$ cat src/rtl/pmod_enc_pkg.sv
// Shared definitions for the Pmod ENC decoder: quadrature phase encoding,
// direction constants and the clockwise phase successor.
package pmod_enc_pkg;

    typedef enum logic [1:0] {
        P00 = 2'b00,
        P01 = 2'b01,
        P10 = 2'b10,
        P11 = 2'b11
    } phase_t;

    localparam logic DIR_CW  = 1'b1;
    localparam logic DIR_CCW = 1'b0;

    // Clockwise order is P00 -> P10 -> P11 -> P01 -> P00.
    function automatic phase_t cw_next(input phase_t p);
        phase_t n;
        unique case (p)
            P00:     n = P10;
            P10:     n = P11;
            P11:     n = P01;
            default: n = P00;
        endcase
        return n;
    endfunction

endpackage

$ cat src/rtl/enc_debounce.sv
// Two-flop synchronizer followed by a stability filter: the output follows the
// synchronized input only after it has disagreed for WINDOW consecutive cycles.
module enc_debounce #(
    parameter int   WINDOW  = 1000,
    parameter logic RST_VAL = 1'b1
) (
    input  logic clk,
    input  logic rst_n,
    input  logic raw,
    output logic filt
);

    localparam int CNT_BITS = $clog2(WINDOW + 1);
    localparam logic [CNT_BITS-1:0] CNT_LAST = CNT_BITS'(WINDOW - 1);

    logic                sync1_reg;
    logic                sync2_reg;
    logic                filt_reg;
    logic [CNT_BITS-1:0] cnt_reg;

    always_ff @(posedge clk or negedge rst_n) begin
        if (!rst_n) begin
            sync1_reg <= RST_VAL;
            sync2_reg <= RST_VAL;
            filt_reg  <= RST_VAL;
            cnt_reg   <= '0;
        end else begin
            sync1_reg <= raw;
            sync2_reg <= sync1_reg;
            // Any agreement with the filtered value restarts the window.
            if (sync2_reg == filt_reg) begin
                cnt_reg <= '0;
            end else if (cnt_reg == CNT_LAST) begin
                filt_reg <= sync2_reg;
                cnt_reg  <= '0;
            end else begin
                cnt_reg <= cnt_reg + CNT_BITS'(1);
            end
        end
    end

    assign filt = filt_reg;

endmodule

$ cat src/rtl/pmod_enc_decoder.sv
// Pmod ENC decoder: filtered quadrature tracking with detent-level steps, a
// wrapping position counter, button clear and debounced switch level.
module pmod_enc_decoder
    import pmod_enc_pkg::*;
#(
    parameter int FILT_CYCLES = 1000,
    parameter int DEB_CYCLES  = 100000,
    parameter int CNT_W       = 4
) (
    input  logic             clk,
    input  logic             rst_n,
    input  logic             enc_a,
    input  logic             enc_b,
    input  logic             enc_btn,
    input  logic             enc_swt,
    output logic [CNT_W-1:0] count,
    output logic             step,
    output logic             dir,
    output logic             btn_pulse,
    output logic             swt_level,
    output logic             seq_err
);

    // Cycles after reset release until the filters reflect the real inputs.
    localparam int SETTLE = FILT_CYCLES + 3;
    localparam int SET_W  = $clog2(SETTLE + 1);

    logic [1:0] enc_raw;
    logic [1:0] enc_filt;
    logic [1:0] ui_raw;
    logic [1:0] ui_filt;

    assign enc_raw = {enc_a, enc_b};
    assign ui_raw  = {enc_btn, enc_swt};

    genvar gi;
    generate
        for (gi = 0; gi < 2; gi++) begin : g_enc
            enc_debounce #(.WINDOW(FILT_CYCLES), .RST_VAL(1'b1)) u_deb (
                .clk  (clk),
                .rst_n(rst_n),
                .raw  (enc_raw[gi]),
                .filt (enc_filt[gi])
            );
        end
        for (gi = 0; gi < 2; gi++) begin : g_ui
            enc_debounce #(.WINDOW(DEB_CYCLES), .RST_VAL(1'b0)) u_deb (
                .clk  (clk),
                .rst_n(rst_n),
                .raw  (ui_raw[gi]),
                .filt (ui_filt[gi])
            );
        end
    endgenerate

    phase_t            phase_reg;
    phase_t            ab_now;
    logic signed [2:0] sub_reg;
    logic [SET_W-1:0]  settle_reg;
    logic [CNT_W-1:0]  count_reg;
    logic              step_reg;
    logic              dir_reg;
    logic              seq_err_reg;
    logic              btn_prev_reg;
    logic              btn_pulse_reg;

    logic settling;
    logic mv_cw;
    logic mv_ccw;
    logic mv_err;
    logic step_cw;
    logic step_ccw;

    assign ab_now   = phase_t'(enc_filt);
    assign settling = (settle_reg != SET_W'(SETTLE));
    assign mv_cw    = (ab_now == cw_next(phase_reg));
    assign mv_ccw   = (phase_reg == cw_next(ab_now));
    assign mv_err   = (ab_now != phase_reg) && !mv_cw && !mv_ccw;
    // A detent completes on the fourth same-direction move, which lands on P00.
    assign step_cw  = !settling && mv_cw  && (ab_now == P00) && (sub_reg == 3'sd3);
    assign step_ccw = !settling && mv_ccw && (ab_now == P00) && (sub_reg == -3'sd3);

    always_ff @(posedge clk or negedge rst_n) begin
        if (!rst_n) begin
            phase_reg     <= P11;
            sub_reg       <= '0;
            settle_reg    <= '0;
            count_reg     <= '0;
            step_reg      <= 1'b0;
            dir_reg       <= DIR_CW;
            seq_err_reg   <= 1'b0;
            btn_prev_reg  <= 1'b0;
            btn_pulse_reg <= 1'b0;
        end else begin
            step_reg      <= step_cw || step_ccw;
            seq_err_reg   <= 1'b0;
            btn_prev_reg  <= ui_filt[1];
            btn_pulse_reg <= ui_filt[1] && !btn_prev_reg;

            if (settling) begin
                settle_reg <= settle_reg + SET_W'(1);
                phase_reg  <= ab_now;
                sub_reg    <= '0;
            end else if (mv_err) begin
                seq_err_reg <= 1'b1;
                phase_reg   <= ab_now;
                sub_reg     <= '0;
            end else if (mv_cw || mv_ccw) begin
                phase_reg <= ab_now;
                if (ab_now == P00) begin
                    sub_reg <= '0;
                end else if (mv_cw) begin
                    sub_reg <= sub_reg + 3'sd1;
                end else begin
                    sub_reg <= sub_reg - 3'sd1;
                end
            end

            if (step_cw) begin
                dir_reg <= DIR_CW;
            end else if (step_ccw) begin
                dir_reg <= DIR_CCW;
            end

            // A pending button clear overrides a step landing in the same cycle.
            if (btn_pulse_reg) begin
                count_reg <= '0;
            end else if (step_cw) begin
                count_reg <= count_reg + CNT_W'(1);
            end else if (step_ccw) begin
                count_reg <= count_reg - CNT_W'(1);
            end
        end
    end

    assign count     = count_reg;
    assign step      = step_reg;
    assign dir       = dir_reg;
    assign seq_err   = seq_err_reg;
    assign btn_pulse = btn_pulse_reg;
    assign swt_level = ui_filt[0];

endmodule

$ cat config.mk
export PLATFORM = sky130hd
export DESIGN_NAME = pmod_enc_decoder
export DESIGN_NICKNAME = d
export VERILOG_FILES = /design/src/rtl/pmod_enc_pkg.sv /design/src/rtl/enc_debounce.sv /design/src/rtl/pmod_enc_decoder.sv
export SDC_FILE = /design/constraint.sdc
export NUM_CORES = 1
export LEC_CHECK = 0
export CORE_MARGIN = 2
export CORE_UTILIZATION = 33
export DETAILED_ROUTE_END_ITERATION = 16
export DONT_BUFFER_PORTS = 1
export HOLD_SLACK_MARGIN = 0.15
export PLACE_DENSITY = 0.51
export SLEW_MARGIN = 0
export SYNTH_ARGS = -nofsm -noshare
export SYNTH_HDL_FRONTEND = slang
export SYNTH_SLANG_ARGS = --single-unit
$ cat constraint.sdc
create_clock -name clk -period 4.2 [get_ports clk]
set_input_delay 0.42 -clock clk [delete_from_list [all_inputs] [get_ports clk]]
set_output_delay 0.42 -clock clk [all_outputs]
set_load 0.005 [all_outputs]
==> reports/summary.log <==
qor: die.initial_core_util 33.78%
qor: placed_design.preCtsSetupSlack 1393 ps
qor: grt.grt-ovfl-total 0
qor: die.die_height 117.7 microns
qor: worst_setup_path.timing.critical_path.slowest_stage_cell dfstp_2
qor: die.die_footprint 13,840 sq um
qor: placed_design.place_hpwl 4.825 mm
qor: die.number_of_rows_created_at_floorplan 41
qor: min_path.worst_hold_startpoint g_enc[1].u_deb.sync1_reg$_DFF_PN1_
qor: timing.slew-limit-headroom 47.94%
qor: placed_design.placed_cells_incl_taps 580
qor: timing.unrepaired_setup_endpoints_after_global_routing false
qor: grt.grt_start_max_net_pins 91
qor: clocking.clock_insertion_delay_worst_skew 340 ps
qor: clocking.clock_tree_buf_depth 2
qor: synth.synthesis.nets 436
qor: worst_setup_path.rr_startpoint g_enc[1].u_deb.filt$_DFFE_PN1P_
qor: timing.hold_slack 352.7 ps
qor: timing.achievable-frequency 355.3 MHz
qor: die.core_region_area 12,620 sq um
qor: clocking.cts.reportedPaths.clkPinSlew 60 ps
qor: worst_setup_path.arrival_time_at_the_worst_endpoint 3080 ps
qor: die.chipWidth 117.7 microns
qor: pwr.power_density 376.5 nW/um^2
qor: clocking.ctsHtreeMaxLevel 3
qor: detailed_routing.final_antenna_net_count 0
qor: final_layout.post_synthesis_to_final_layout_area_growth 13.18%
qor: worst_setup_path.setup.worst_path.start g_enc[1].u_deb.filt$_DFFE_PN1P_
qor: final_layout.final_layout_size_suffix_gt1_share 8.837%
qor: detailed_routing.first_pass_detailed_route_iteration_total 4
qor: clocking.clockRootBuffer clkbuf_16
qor: final_layout.antenna_cells_inserted 0
qor: pwr.max-vdd-ir-drop 195.0 uV
qor: synth.post_synth_fa_ha_maj_area_fraction 2.994%
qor: worst_setup_path.critical_path_class reg -> reg
qor: worst_setup_path.ordered_cell_list_for_the_critical_path xnor2_1 -> nor4_1 -> nand2_1 -> ha_1 -> a21o_1 -> a21oi_1 -> mux2i_1 -> or3_1 -> a21oi_1
qor: detailed_routing.route.vias.total 2,823
qor: placed_design.placement.io_buffers 0
qor: final_layout.layout.cells.most_common dfrtp_1
qor: clocking.cts_buf_count 9
qor: die.io_pins 15
qor: clocking.cts_sinks 90
qor: placed_design.place.gp.congestion 0.7649
qor: timing.timing.final.max_slew_violations 0
qor: clocking.cts.repair_timing.setup_buffer_count 0
qor: synth.synth_seq_cells 90
qor: synth.synth_enable_flop_cells 0
qor: synth.synth_compound_area_share 4.256%
qor: worst_setup_path.critPathMaxFanout 14
qor: detailed_routing.post_drt_wl_per_cell 12.08 microns
qor: timing.setup_violations 0
qor: timing.post-route-min-period 2815 ps
qor: synth.post_synth_and_or_nand_nor_area_fraction 21.60%
qor: grt.grt_first_pass_wirelength 12.81 mm
qor: final_layout.finish.cell_count_without_fillers 602
qor: detailed_routing.drtIter0Drc 84
qor: pwr.post-layout-total-power 1.816 mW
qor: pwr.power.leakage 2.013 nW
qor: final_layout.final_net_count 440
qor: outcome.status complete, no violations
qor: final_layout.mostFrequentLayoutCells dfrtp_1, nor2_1, nand2_1
qor: detailed_routing.drt_drc_violations_left 0
qor: timing.finalHoldViolations 0
qor: final_layout.largest_register_ffs 34
qor: synth.yosys.area_share.xor_xnor 12.74%
qor: timing.worst_slack 1385 ps
qor: synth.largest_family_of_logic_cells_by_synthesized_area simple AND/OR/NAND/NOR gates
qor: synth.synthDistinctLibCells 44
qor: worst_setup_path.timing.critical_path.required 4460 ps
qor: timing.min_period_over_period 67.02%
qor: detailed_routing.route.final.wire_length 7.274 mm
qor: grt.groute.usage.overall 11.36%
qor: timing.max_slew.worst_pin.slew 773.8 ps
qor: worst_setup_path.timing.critical_path.slowest_cell_delay 690 ps
qor: grt.grt_pass1_vias 2,768
qor: synth.share_of_synthesized_area_spent_on_multiplexers 2.260%
qor: synth.syn-mean-instance-area 10.13 sq um
qor: synth.post_synth_inst_count 421
qor: run.drv_cap 0
qor: clocking.clock_tree_from_tritoncts built
qor: min_path.worst_hold_class reg -> reg
qor: worst_setup_path.worst_path_most_repeated_cell a21oi_1
qor: synth.synthesis.yosys.warnings 0
qor: timing.fin_skew 6.140 ps
qor: detailed_routing.detail_route.vias_per_cell 4.689
qor: synth.yosysSeqAreaShare 53.10%
qor: worst_setup_path.worstSetupStartpointType flip-flop
qor: synth.mappedNetlistArea 4263 sq um
qor: worst_setup_path.cp-end-kind flip-flop
qor: synth.postSynth.topFlopCell dfrtp_1
qor: grt.antenna_found_initial 0
qor: synth.ys_async_sr_fraction 100.0%
qor: timing.setup-tns-final 0 ps
-- cell type report --
cell class,count,area (sq um)
well taps,172,215.2
fillers,1254,7795
clock buffers,10,239.0
clock inverters,6,88.84
inverters,19,71.32
repair buffers,6,77.57
multi-input cells,299,1869
flip-flops and latches,90,2263
-- worst paths after layout --
check	endpoint	slack, ps	cells after the start
max	count[3]$_DFFE_PN0P_	1390	9
min	g_enc[1].u_deb.sync2_reg$_DFF_PN1_	350	0
max reg2reg	count[3]$_DFFE_PN0P_	1390	9
min reg2reg	g_enc[1].u_deb.sync2_reg$_DFF_PN1_	350	0
max in group asynchronous	phase_reg[0]$_DFFE_PN1P_	3180	2
min in group asynchronous	sub_reg[2]$_DFFE_PN0P_	650	2
-- layer usage --
layer | GRT usage [%] | vias up | wire [microns] | part of all wire [%]
li1 | - | 1418 | - | -
met1 | 14.95 | 1371 | 3588 | 49
met2 | 17.59 | 26 | 3378 | 46
met3 | 3.634 | 8 | 200 | 2.7
met4 | 4.066 | 0 | 106 | 1.5
met5 | 0 | - | 0 | 0
-- worst max-delay path: cells and delay by family, from the launching register on --
| kind | cells | cell delay, ps |
|---|---|---|
| XOR/XNOR | 1 | 190 |
| AND/OR/NAND/NOR | 3 | 970 |
| flip-flops | 1 | 690 |
| adder cells (fa/ha/maj) | 1 | 310 |
| AO/OA/AOI/OAI | 3 | 460 |
| multiplexers | 1 | 100 |
-- where the power goes --
| group | internal, mW | switching [mW] |
|---|---|---|
| combinational | 0.0164 | 0.0335 |
| sequential | 0.882 | 0.0103 |
| clock | 0.538 | 0.336 |
-- Yosys cell counts, drive strengths merged (6+ instances only) --
library cell  count  area share, %
xor2             27            5.5
a21oi            11            1.3
nand3            20            2.3
o21ai             7           0.82
nand2            37            3.3
nor4              7            1.2
nor3              7           0.82
nand4             9            1.3
dfrtp            81             48
or2               6           0.88
dfstp             9            5.5
clkbuf            9           0.79
ha                7            2.1
inv              19            1.7
xnor2            35            7.2
nor2             72            6.3
-- logic make-up after synthesis --
logic type | after synthesis
and+or+nand+nor | 189
DFF | 90
xor gates and xnor gates | 62
buffers and inverters | 32
AOI/OAI and AO/OA | 30
muxes | 9
adders and majority gates | 9
-- repair_timing --
item,4_1_cts,5_1_grt
endpoints found under the hold margin,94,0
hold buffers,6,0
gates resized for setup,0,0
-- through the flow --
step,utilization [%],cell area [sq um]
after global placement,35.02,4419
after detailed placement,35.02,4419
after CTS,38.23,4825
after global routing,38.23,4825
after floorplan,-,4263
final,38.23,4825
Power figures use the tool's default switching activity.
